===== src/rtl/vec_beat_sequencer_if.sv =====
// Decode/Memory to Execute handshake bundle for the vector beat sequencer.
//   master : drives the issue request, memory-ready and flush; observes beats.
//   slave  : the sequencer; consumes the requests and presents beats/stall/done.
// Signals:
//   IssueD, VLenD, IsMemD  - vector instruction request from Decode
//   MemReadyM              - memory stage finished the outstanding beat
//   FlushSeq               - pipeline flush, aborts any sequence
//   BeatValidE, BeatIdxE, LaneMaskE, LastBeatE - per-beat Execute issue
//   SeqStall               - hold Fetch/Decode
//   DoneS                  - one-cycle normal-completion pulse
interface vec_beat_sequencer_if #(
    parameter int unsigned LANES = 4,
    parameter int unsigned VL_W  = 8
);
    logic             IssueD;
    logic [VL_W-1:0]  VLenD;
    logic             IsMemD;
    logic             MemReadyM;
    logic             FlushSeq;
    logic             BeatValidE;
    logic [VL_W-1:0]  BeatIdxE;
    logic [LANES-1:0] LaneMaskE;
    logic             LastBeatE;
    logic             SeqStall;
    logic             DoneS;

    modport master (
        output IssueD, VLenD, IsMemD, MemReadyM, FlushSeq,
        input  BeatValidE, BeatIdxE, LaneMaskE, LastBeatE, SeqStall, DoneS
    );

    modport slave (
        input  IssueD, VLenD, IsMemD, MemReadyM, FlushSeq,
        output BeatValidE, BeatIdxE, LaneMaskE, LastBeatE, SeqStall, DoneS
    );
endinterface


===== src/rtl/vec_beat_sequencer.sv =====
// Vector beat sequencer: splits one vector instruction from Decode into
// ceil(VL/LANES) Execute beats of LANES elements, stalling Fetch/Decode while
// a sequence is in flight. Memory ops wait for MemReadyM between beats.
// Ports:
//   clk   - pipeline clock, rising edge
//   rst_n - asynchronous active-low reset
//   bus   - vec_beat_sequencer_if slave modport (issue, beats, stall, done)
module vec_beat_sequencer #(
    parameter int unsigned LANES = 4,
    parameter int unsigned VL_W  = 8
) (
    input  logic                  clk,
    input  logic                  rst_n,
    vec_beat_sequencer_if.slave   bus
);

    localparam logic [1:0] StIdle  = 2'd0;
    localparam logic [1:0] StRun   = 2'd1;
    localparam logic [1:0] StMwait = 2'd2;

    // Index step and its widened copy for wrap-free comparisons.
    localparam logic [VL_W-1:0] LaneStep  = VL_W'(LANES);
    localparam logic [VL_W:0]   LaneStepW = (VL_W + 1)'(LANES);

    logic [1:0]       state_q, state_d;
    logic [VL_W-1:0]  vl_q, vl_d;
    logic [VL_W-1:0]  idx_q, idx_d;
    logic             mem_q, mem_d;
    logic             done_q, done_d;

    logic             in_run;
    logic             last_beat;
    logic [LANES-1:0] lane_mask;

    assign in_run = (state_q == StRun);

    // Evaluated in VL_W+1 bits so Idx+LANES cannot wrap when VL is near 2^VL_W.
    assign last_beat = (({1'b0, idx_q} + LaneStepW) >= {1'b0, vl_q});

    always_comb begin
        lane_mask = '0;
        for (int i = 0; i < LANES; i++) begin
            lane_mask[i] = in_run && (({1'b0, idx_q} + (VL_W + 1)'(i)) < {1'b0, vl_q});
        end
    end

    always_comb begin
        state_d = state_q;
        vl_d    = vl_q;
        idx_d   = idx_q;
        mem_d   = mem_q;
        done_d  = 1'b0;
        case (state_q)
            StIdle: begin
                // A zero-length issue is accepted as a no-op: nothing latched.
                if (!bus.FlushSeq && bus.IssueD && (bus.VLenD != '0)) begin
                    vl_d    = bus.VLenD;
                    mem_d   = bus.IsMemD;
                    idx_d   = '0;
                    state_d = StRun;
                end
            end
            StRun: begin
                if (bus.FlushSeq) begin
                    state_d = StIdle;
                end else if (mem_q) begin
                    state_d = StMwait;
                end else if (last_beat) begin
                    state_d = StIdle;
                    done_d  = 1'b1;
                end else begin
                    idx_d = idx_q + LaneStep;
                end
            end
            StMwait: begin
                // Flush has priority over a simultaneous memory completion.
                if (bus.FlushSeq) begin
                    state_d = StIdle;
                end else if (bus.MemReadyM) begin
                    if (last_beat) begin
                        state_d = StIdle;
                        done_d  = 1'b1;
                    end else begin
                        idx_d   = idx_q + LaneStep;
                        state_d = StRun;
                    end
                end
            end
            default: state_d = StIdle;
        endcase
    end

    always_ff @(posedge clk or negedge rst_n) begin
        if (!rst_n) begin
            state_q <= StIdle;
            vl_q    <= '0;
            idx_q   <= '0;
            mem_q   <= 1'b0;
            done_q  <= 1'b0;
        end else begin
            state_q <= state_d;
            vl_q    <= vl_d;
            idx_q   <= idx_d;
            mem_q   <= mem_d;
            done_q  <= done_d;
        end
    end

    // Moore outputs; Idx is masked outside RUN so stale indices never leak.
    assign bus.BeatValidE = in_run;
    assign bus.BeatIdxE   = in_run ? idx_q : '0;
    assign bus.LaneMaskE  = lane_mask;
    assign bus.LastBeatE  = in_run && last_beat;
    assign bus.SeqStall   = (state_q != StIdle);
    assign bus.DoneS      = done_q;

endmodule


===== src/flat_wrapper.sv =====
// flat-port wrapper written by rule: the top's interface ports become plain ports
module vec_beat_sequencer_flat 
#(
    parameter int unsigned LANES = 4,
    parameter int unsigned VL_W  = 8
)
  (clk, rst_n, bus_IssueD, bus_VLenD, bus_IsMemD, bus_MemReadyM, bus_FlushSeq, bus_BeatValidE, bus_BeatIdxE, bus_LaneMaskE, bus_LastBeatE, bus_SeqStall, bus_DoneS);
  vec_beat_sequencer_if #(.LANES(LANES), .VL_W(VL_W)) bus_i ();
  input  logic clk;
  input  logic rst_n;
  input wire logic [$bits(bus_i.IssueD)-1:0] bus_IssueD;
  input wire logic [$bits(bus_i.VLenD)-1:0] bus_VLenD;
  input wire logic [$bits(bus_i.IsMemD)-1:0] bus_IsMemD;
  input wire logic [$bits(bus_i.MemReadyM)-1:0] bus_MemReadyM;
  input wire logic [$bits(bus_i.FlushSeq)-1:0] bus_FlushSeq;
  output wire logic [$bits(bus_i.BeatValidE)-1:0] bus_BeatValidE;
  output wire logic [$bits(bus_i.BeatIdxE)-1:0] bus_BeatIdxE;
  output wire logic [$bits(bus_i.LaneMaskE)-1:0] bus_LaneMaskE;
  output wire logic [$bits(bus_i.LastBeatE)-1:0] bus_LastBeatE;
  output wire logic [$bits(bus_i.SeqStall)-1:0] bus_SeqStall;
  output wire logic [$bits(bus_i.DoneS)-1:0] bus_DoneS;
  assign bus_i.IssueD = bus_IssueD;
  assign bus_i.VLenD = bus_VLenD;
  assign bus_i.IsMemD = bus_IsMemD;
  assign bus_i.MemReadyM = bus_MemReadyM;
  assign bus_i.FlushSeq = bus_FlushSeq;
  assign bus_BeatValidE = bus_i.BeatValidE;
  assign bus_BeatIdxE = bus_i.BeatIdxE;
  assign bus_LaneMaskE = bus_i.LaneMaskE;
  assign bus_LastBeatE = bus_i.LastBeatE;
  assign bus_SeqStall = bus_i.SeqStall;
  assign bus_DoneS = bus_i.DoneS;
  vec_beat_sequencer #(.LANES(LANES), .VL_W(VL_W)) u_core (.clk(clk), .rst_n(rst_n), .bus(bus_i));
endmodule

===== config.mk =====
export PLATFORM = sky130hd
export DESIGN_NAME = vec_beat_sequencer_flat
export DESIGN_NICKNAME = d
export VERILOG_FILES = /design/src/rtl/vec_beat_sequencer_if.sv /design/src/rtl/vec_beat_sequencer.sv /design/src/flat_wrapper.sv
export SDC_FILE = /design/constraint.sdc
export NUM_CORES = 1
export LEC_CHECK = 0
export BUFFER_PORTS_ARGS = -buffer_cell sky130_fd_sc_hd__buf_4
export CORE_MARGIN = 4
export CORE_UTILIZATION = 40
export CTS_CLUSTER_DIAMETER = 80
export CTS_CLUSTER_SIZE = 30
export DETAILED_ROUTE_END_ITERATION = 8
export GPL_TIMING_DRIVEN = 0
export PLACE_DENSITY = 0.64
export SETUP_SLACK_MARGIN = 0.4
export SKIP_LAST_GASP = 1
export SYNTH_ARGS = -nofsm -noshare
export SYNTH_HDL_FRONTEND = slang
export SYNTH_SLANG_ARGS = --single-unit

===== constraint.sdc =====
create_clock -name clk -period 2.5 [get_ports clk]
set_clock_uncertainty 0.05 [all_clocks]
set_input_delay 0.125 -clock clk [delete_from_list [all_inputs] [get_ports clk]]
set_output_delay 0.125 -clock clk [all_outputs]
set_load 0.01 [all_outputs]

==> qor.yml, run 1 <==
p_seq_frac: 0.168
wl_um: 4589
ios: 30
clockBufferDepth: 2
grt_max_degree: 19
portBuffers: 26
die_w_um: 73.35
syn2layout_area_growth_pct: 48.64
grt_use_met1: 0.2306
avgSynthCellArea_um2: 9.436
synth_edf_count: 0
finalMaxSlewViolations: 0
fp.dieH_um: 73.35
drt_iter0_markers: 121
finalWorstSetupSlack_ns: 0.02274
required_ns: 2.60
worstPathArrival_ns: 2.57
place_congestion: 0.8395
clock_latency_ns: 0.26
yosysTopAreaCell: "dfrtp_1"
final_layout_size_suffix_gt1_frac: 0.4958
p_int_uw: 1750
cp-end-kind: "register"
switchingPower_uw: 1371
fin_hold_ws_ns: 0.04711
max_freq_mhz: 403.7
antenna_found_initial: 0
row_count: 23
synth_top_area_frac: 0.2637
viasPerCell: 5.368
drtPass1Iterations: 4
p_leak_uw: 0.001175
root_buffer: "clkbuf_8"
globalRouteOverflowTotal: 0
ff2ff_setup_slack_ns: 0.02
start_util: 0.4209
drc_errors: 0
final-hold-violation-count: 0
dieArea_um2: 5379
grt_use_met3: 0.03830
syn_area_um2: 1708
cts.clk_slew.worst_paths_ns: 0.07
pre_cts_slack_ns: -0.1929
clockPowerShare: 0.079
dr_total_vias: 1546
cts-buffers-inserted: 3
core-area_um2: 4058
p_comb_frac: 0.753
antenna_cells: 0
cts_sinks: 18
drv_cap: 0
async_reset_ff_frac: 1.000
rsz0062_at_grt: "true"
dpl.hpwl_um: 2988
status: "completed"
finalCritPeriodShare: 0.9909
p_total_uw: 3122
grt_first_pass_wirelength_um: 7355
setup_viol: 0
use_met2: 0.2969
nets: 281
critPathKind: "register to register"
irDropWorstVdd_mv: 0.6029
nFillCells: 322
ys_seq_elements: 18
first_global_vias: 1522
postRouteAntennaNets: 0
tritoncts: "yes"
yosysWarnings: 0
post-route-util: 0.6257
synth_area_leaders: "dfrtp_1 (26%), ha_1 (21%), mux2_2 (6.6%)"
yosysUniqueCellTypes: 51
netlist_instances: 181
wl_per_cell_um: 15.93
post-route-min-period_ns: 2.477
synthFlopType: "dfrtp_1"
path_max_fanout: 3
setup.worst_path.start_class: "register"
powerDensity_nw_per_um2: 1230
yosysSeqAreaShare: 0.2637
p_sw_frac: 0.4393
hold_path.class: "primary input to register"
gr-max-usage-layer: "met2"
grt_use_total: 0.1755
htreeDepth: 1
==> per-layer routing <==
layer  routed length, um  vias up
met4                  85        0
met5                   0        -
met2                2174       51
li1                    -      759
met3                 259       11
met1                2069      725
==> synthesized netlist by cell type (2+ instances only) <==
library cell and n:
ha_1 28, dfrtp_1 18, inv_1 15, mux2_2 10, clkbuf_1 9, nor2_1 8
a21oi_1 7, nand3_1 7, nand2_1 5, o21a_1 5, a22o_1 4, and2_1 4
o211ai_1 4, o21ai_0 4, buf_4 3, xnor2_1 3, a2111oi_0 2, a31o_2 2
a31oi_1 2, and2_2 2, and3_1 2, nand2b_1 2, nand4_1 2, nor2b_1 2
nor3_1 2, o31ai_1 2, or2_2 2, or4_4 2
==> stage by stage <==
step	instance area (um2)	cells	TNS [ns]
6_report	2539	288	0
5_1_grt	2539	288	-0.01207
3_3_place_gp	2023	258	-0.8666
2_1_floorplan	1765	182	0
3_5_place_dp	2023	258	-0.7845
4_1_cts	2397	283	0
==> path summary, 6_finish.rpt <==
check,startpoint,end,depth (start not counted)
worst max-delay path,u_core.idx_q[3],u_core.state_q[1],9
worst min-delay path,bus_IsMemD,u_core.mem_q,2
worst max register to register,u_core.idx_q[3],u_core.state_q[1],9
worst min register to register,u_core.vl_q[2],u_core.vl_q[2],1
max in group asynchronous,rst_n,u_core.idx_q[2],2
min in group asynchronous,rst_n,u_core.idx_q[4],2
==> cell families (layout without fill, tap and decap cells) <==
logic type      Yosys count  after routing  synth area share
other cells               1              2          0.002196
buf+inv                  30             86           0.07838
mux                      11             11           0.07472
simple gates             47             47            0.1597
fa+ha+maj                28             28            0.2051
compound gates           42             42            0.1956
flops                    18             18            0.2637
xor+xnor                  4              4           0.02052
==> final cells by class <==
type                       count  area, um2  share of cell area
multi-input combinational    134       1391              0.5481
sequential                    18      454.2              0.1789
timing repair buffer          52      424.2              0.1671
buffer                        15      92.59             0.03647
tap                           50      62.56             0.02464
inverter                      15      58.81             0.02316
clock buffer                   4      55.05             0.02169
==> sequential cells by signal, summed over array words and instances (netlist names) <==
| signal | flops |
|---|---|
| u_core.idx_q | 6 |
| u_core.state_q | 2 |
| u_core.bus.DoneS | 1 |
| u_core.mem_q | 1 |
| u_core.vl_q | 8 |
==> critical path, cell delays in order, from the launching register on <==
cell and delay (ns):
dfrtp_2 0.42, and3_4 0.21, nand3_4 0.08, xnor2_2 0.15, ha_1 0.31, and3_4 0.17
and2_4 0.15, a31o_4 0.21, o211ai_1 0.28, mux2_4 0.33
==> power by group through the flow <==
stage,logic (uW),registers [uW],clock network [uW]
finish,2350,524,248
global route,2550,543,269
CTS,2080,510,256
detailed placement,1650,515,0
global placement,1630,512,0
floorplan,1210,481,0
==> repair_timing <==
| item | CTS | global route |
|---|---|---|
| buffers inserted | 20 | 5 |
| resized for setup | 34 | 16 |
| endpoints found under the hold margin | 18 | 0 |
| hold buffers | 1 | 0 |
| setup endpoints to repair | 14 | 14 |
| pin swaps | 15 | 21 |
==> cell usage in the layout (no fill, tap or decap), types with 3 or more instances in the layout <==
master	n
a21oi_1	4
a22o_1	4
and2_1	3
buf_4	48
buf_6	7
clkbuf_1	9
clkbuf_8	5
dfrtp_1	15
dfrtp_2	3
ha_1	21
ha_4	5
inv_1	13
mux2_2	9
nand2_1	5
nand3_1	5
nor2_1	8
o211ai_1	4
o21a_1	5
xnor2_2	3
Note: power is estimated with default switching activity, not from simulation.
==> run 2, diff against run 1 <==
BUFFER_PORTS_ARGS = -buffer_cell sky130_fd_sc_hd__buf_2   (was -buffer_cell sky130_fd_sc_hd__buf_4)
PLACE_DENSITY = 0.63   (was 0.64)
==> qor.yml, run 2 (synthesized netlist as in run 1, its figures left out) <==
fp.dieH_um: 73.35  # unchanged
root_buffer: "clkbuf_8"  # unchanged
portBuffers: 26  # unchanged
dpl.hpwl_um: 2942  # was 2988 um
cts_sinks: 18  # unchanged
first_global_vias: 1436  # was 1,522
reg.largest.list: "u_core.vl_q: 8 flops, u_core.idx_q: 6 flops, u_core.state_q: 2 flops"  # unchanged
path_max_fanout: 4  # was 3
pre_cts_slack_ns: -0.1772  # was -0.1929 ns
drt_iter0_markers: 60  # was 121
status: "completed"  # unchanged
cts-buffers-inserted: 3  # unchanged
nFillCells: 354  # was 322
tritoncts: "yes"  # unchanged
fin_hold_ws_ns: 0.05519  # was 0.04711 ns
antenna_cells: 0  # unchanged
max_freq_mhz: 404.0  # was 403.7 MHz
final-hold-violation-count: 0  # unchanged
syn2layout_area_growth_pct: 38.39  # was 48.64%
ios: 30  # unchanged
final_common_cell: "buf_2"  # was buf_4
p_sw_frac: 0.4475  # was 0.4393
antenna_found_initial: 0  # unchanged
required_ns: 2.59  # was 2.60 ns
core-area_um2: 4058  # unchanged
dr_total_vias: 1494  # was 1,546
wl_per_cell_um: 14.58  # was 15.93 um
die_w_um: 73.35  # unchanged
worstPathArrival_ns: 2.57  # about the same
nets: 278  # was 281
grt_max_degree: 19  # unchanged
setup.worst_path.start_class: "register"  # unchanged
clock_latency_ns: 0.26  # about the same
drtPass1Iterations: 4  # unchanged
viasPerCell: 5.242  # was 5.368
powerDensity_nw_per_um2: 1164  # was 1230 nW/um2
htreeDepth: 1  # unchanged
grt_first_pass_wirelength_um: 6796  # was 7355 um
dieArea_um2: 5379  # unchanged
design_area_um2: 2364  # was 2539 um2
setup_viol: 0  # unchanged
hold_path.class: "primary input to register"  # unchanged
rr_worst_depth: 9  # unchanged
wl_um: 4156  # was 4589 um
switchingPower_uw: 1231  # was 1371 uW
max_flop_register: "u_core.vl_q"  # unchanged
hold_path_depth: 2  # unchanged
p_seq_frac: 0.187  # was 0.168
mostFrequentLayoutCells: "buf_2 (25), ha_1 (24), buf_4 (23)"  # was buf_4 (48), ha_1 (21), dfrtp_1 (15)
irDropWorstVdd_mv: 0.6283  # was 0.6029 mV
clockBufferDepth: 2  # unchanged
cts.clk_slew.worst_paths_ns: 0.07  # about the same
start_util: 0.4209  # unchanged
post-route-util: 0.5825  # was 0.6257
place_congestion: 0.8030  # was 0.8395
placedInstanceArea_um2: 1958  # was 2023 um2
finalWorstSetupSlack_ns: 0.02449  # was 0.02274 ns
largest_reg_flops: 8  # unchanged
postRouteAntennaNets: 0  # unchanged
final_layout_size_suffix_gt1_frac: 0.4596  # was 0.4958
rsz0062_at_grt: "true"  # unchanged
post-route-min-period_ns: 2.476  # was 2.477 ns
row_count: 23  # unchanged
finalMaxSlewViolations: 0  # unchanged
drv_cap: 0  # unchanged
cp-end-kind: "register"  # unchanged
clockPowerShare: 0.088  # was 0.079
critPathKind: "register to register"  # unchanged
p_comb_frac: 0.725  # was 0.753
drc_errors: 0  # unchanged
grt_use_total: 0.1600  # was 0.1755
finalCritPeriodShare: 0.9902  # was 0.9909
p_leak_uw: 0.001135  # was 0.001175 uW
p_int_uw: 1520  # was 1750 uW
globalRouteOverflowTotal: 0  # unchanged
## run 2: cell types whose count changed in the layout (fill, tap and decap cells not counted), sizes merged
cell	before	now
clkbuf	14	13
buf	56	54
## run 2: worst max-delay path: stages, from the launching register on
cell and delay [ns]:
dfrtp_2 0.43, and3_4 0.21, nand3_4 0.06, xnor2_2 0.14, ha_1 0.30, and3_4 0.17
and2_4 0.15, a31o_4 0.21, o211ai_1 0.26, mux2_2 0.37
## run 2: layout make-up
type,count,area [um2],area share
plain buffers,15,93.84,0.03970
clock buffers,4,55.05,0.02329
inverters,15,58.81,0.02488
multi-input cells,134,1320,0.5585
flip-flops and latches,18,454.2,0.1922
well taps,50,62.56,0.02647
repair buffers,49,319.1,0.1350
## run 2: path summary, 6_finish.rpt
kind	from	endpoint	slack, ns
min reg2reg	u_core.vl_q[3]	u_core.vl_q[3]	0.46
min in group asynchronous	rst_n	u_core.idx_q[5]	0.28
max reg2reg	u_core.idx_q[3]	u_core.state_q[1]	0.02
max in group asynchronous	rst_n	u_core.idx_q[2]	1.80
max	u_core.idx_q[3]	u_core.state_q[1]	0.02
min	bus_IsMemD	u_core.mem_q	0.06
## run 2: metrics by stage
stage / instances / setup TNS, ns / power (uW)
3_5_place_dp: 258 / -0.6532 / 2083
4_1_cts: 278 / 0 / 2586
5_1_grt: 285 / -0.01631 / 3002
3_3_place_gp: 258 / -0.6386 / 2067
2_1_floorplan: 182 / 0 / 1689
6_report: 285 / 0 / 2751
## run 2: routing by layer
layer	routed length (um)	GRT usage	up-vias
li1	-	-	751
met1	1945	0.2359	698
met2	1967	0.2483	41
met3	223	0.02873	4
met4	19	0.02414	0
met5	0	0	-
## run 2: power groups by stage
stage / clock network [uW] / registers, uW / logic (uW)
6_report: 243 / 513 / 2000
5_1_grt: 264 / 530 / 2210
4_1_cts: 249 / 504 / 1830
3_5_place_dp: 0 / 517 / 1570
3_3_place_gp: 0 / 509 / 1560
2_1_floorplan: 0 / 481 / 1210
## run 2: timing repair
| action | CTS | global route |
|---|---|---|
| endpoints found under the setup margin | 14 | 14 |
| endpoints found under the hold margin | 18 | 0 |
| gates resized for setup | 21 | 17 |
| pin swaps | 16 | 22 |
| hold buffers | 1 | 0 |
| setup buffers | 15 | 7 |
==> run 3, diff against run 2 <==
CORE_ASPECT_RATIO = 1.5   (was unset)
==> qor.yml, run 3 (synthesized netlist as in run 1, its figures left out) <==
die_w_um: 61.35  # was 73.35 um
worstPathArrival_ns: 2.55  # was 2.57 ns
grt_first_pass_wirelength_um: 6886  # was 6796 um
path_buf_inv: 0  # unchanged
powerDensity_nw_per_um2: 1198  # was 1164 nW/um2
postRouteAntennaNets: 0  # unchanged
post-route-util: 0.5783  # was 0.5825
max_flop_register: "u_core.vl_q"  # unchanged
cts.clk_slew.worst_paths_ns: 0.08  # was 0.07 ns
critPathMostFrequentCell: "and3_4"  # unchanged
antenna_found_initial: 0  # unchanged
clockBufferDepth: 2  # unchanged
drtPass1Iterations: 4  # unchanged
reg.largest.list: "u_core.vl_q: 8 flops, u_core.idx_q: 6 flops, u_core.state_q: 2 flops"  # unchanged
nets: 273  # was 278
wl_per_cell_um: 15.99  # was 14.58 um
cts_sinks: 18  # unchanged
final_layout_size_suffix_gt1_frac: 0.4391  # was 0.4596
placedInstanceArea_um2: 1952  # was 1958 um2
setup.worst_path.start_class: "register"  # unchanged
dp.cells: 253  # was 258
drv_cap: 0  # unchanged
first_global_vias: 1504  # was 1,436
rsz0062_at_grt: "true"  # unchanged
p_total_uw: 2792  # was 2751 uW
pre_cts_slack_ns: -0.1561  # was -0.1772 ns
root_buffer: "clkbuf_8"  # unchanged
ios: 30  # unchanged
finalWorstSetupSlack_ns: 0.04861  # was 0.02449 ns
mostFrequentLayoutCells: "ha_1 (25), buf_2 (25), buf_4 (18)"  # was buf_2 (25), ha_1 (24), buf_4 (23)
p_leak_uw: 0.001113  # was 0.001135 uW
finalMaxSlewViolations: 0  # unchanged
place_congestion: 0.8510  # was 0.8030
drc_errors: 0  # unchanged
dieArea_um2: 5401  # was 5379 um2
slowest_stage: "dfrtp_2"  # unchanged
cp-end-kind: "register"  # unchanged
htreeDepth: 1  # unchanged
fp.dieH_um: 88.03  # was 73.35 um
core-area_um2: 4029  # was 4058 um2
hold_path.class: "primary input to register"  # unchanged
design_area_um2: 2330  # was 2364 um2
required_ns: 2.60  # was 2.59 ns
start_util: 0.4239  # was 0.4209
tritoncts: "yes"  # unchanged
max_freq_mhz: 407.9  # was 404.0 MHz
clock_latency_ns: 0.26  # about the same
globalRouteOverflowTotal: 0  # unchanged
finalCritPeriodShare: 0.9806  # was 0.9902
final-hold-violation-count: 0  # unchanged
antenna_cells: 0  # unchanged
critPathKind: "register to register"  # unchanged
wl_um: 4396  # was 4156 um
drt_iter0_markers: 65  # was 60
grt_use_total: 0.1698  # was 0.1600
largest_reg_flops: 8  # unchanged
row_count: 28  # was 23
status: "completed"  # unchanged
cts-buffers-inserted: 3  # unchanged
portBuffers: 26  # unchanged
regArea_um2: 454.2  # unchanged
setup_viol: 0  # unchanged
instances_no_fill: 275  # was 285
dr_total_vias: 1515  # was 1,494
path_max_fanout: 5  # was 4
cp_top_family: "simple AND/OR/NAND/NOR gates"  # unchanged
crit_chain: "and3_4, nand3_4, xnor2_2, ha_1, and3_4, and2_4, a31o_4, o211ai_1, mux2_4"  # was and3_4, nand3_4, xnor2_2, ha_1, and3_4, and2_4, a31o_4, o211ai_1, mux2_2
dpl.hpwl_um: 3203  # was 2942 um
crit_path_max_incr_delay_ns: 0.42  # was 0.43 ns
multi_input_area_um2: 1331  # was 1320 um2
post-route-min-period_ns: 2.451  # was 2.476 ns
viasPerCell: 5.509  # was 5.242
syn2layout_area_growth_pct: 36.41  # was 38.39%
nFillCells: 361  # was 354
grt_max_degree: 19  # unchanged
irDropWorstVdd_mv: 0.7799  # was 0.6283 mV
-- run 3: timing repair --
action / 4_1_cts / 5_1_grt
gates resized for setup: 24 / 13
endpoints found under the setup margin: 14 / 14
endpoints found under the hold margin: 18 / 0
pin swaps: 19 / 21
hold buffers: 1 / 0
gates cloned: 0 / 0
setup buffers: 10 / 7
-- run 3: stage by stage --
| step | setup TNS (ns) | hold WS, ns |
|---|---|---|
| 2_1_floorplan | 0 | -0.2206 |
| 3_3_place_gp | -0.8093 | 0.03130 |
| 3_5_place_dp | -0.8773 | 0.04054 |
| 4_1_cts | 0 | 0.04007 |
| 5_1_grt | -0.01667 | 0.03931 |
| 6_report | 0 | 0.03697 |
-- run 3: final cells by class --
class | count | share of cell area
buffer | 15 | 0.03813
inverter | 15 | 0.02524
tap | 45 | 0.02417
sequential | 18 | 0.1950
timing repair buffer | 44 | 0.1224
clock buffer | 4 | 0.02363
multi-input combinational | 134 | 0.5714
-- run 3: worst paths after layout --
path | start | end | slack [ns] | depth (start not counted)
setup / recovery | u_core.idx_q[3] | u_core.state_q[1] | 0.05 | 9
hold / removal | bus_IsMemD | u_core.mem_q | 0.04 | 2
setup reg to reg | u_core.idx_q[3] | u_core.state_q[1] | 0.05 | 9
hold reg to reg | u_core.vl_q[2] | u_core.vl_q[2] | 0.46 | 1
max in group asynchronous | rst_n | u_core.idx_q[3] | 1.78 | 2
min in group asynchronous | rst_n | u_core.idx_q[7] | 0.28 | 2
-- run 3: worst reg2reg max path, delay by kind of cell (launching register included) --
kind / cells / cell delay, ns
muxes: 1 / 0.33
AOI/OAI and AO/OA: 2 / 0.47
and+or+nand+nor: 4 / 0.61
xor gates and xnor gates: 1 / 0.15
DFF: 1 / 0.42
adders and majority gates: 1 / 0.30
-- run 3: power breakdown --
group | internal (uW) | total, uW | switching (uW)
Clock | 140 | 253 | 113
Sequential | 407 | 514 | 107
Combinational | 973 | 2020 | 1050
Total | 1520 | 2790 | 1270
-- run 3: routing by layer --
| metal | GRT usage | vias to the layer above | part of all wire |
|---|---|---|---|
| met1 | 0.1815 | 738 | 0.39 |
| met3 | 0.02212 | 10 | 0.022 |
| met5 | 0 | - | 0 |
| li1 | - | 747 | - |
| met2 | 0.3324 | 20 | 0.56 |
| met4 | 0.04440 | 0 | 0.023 |
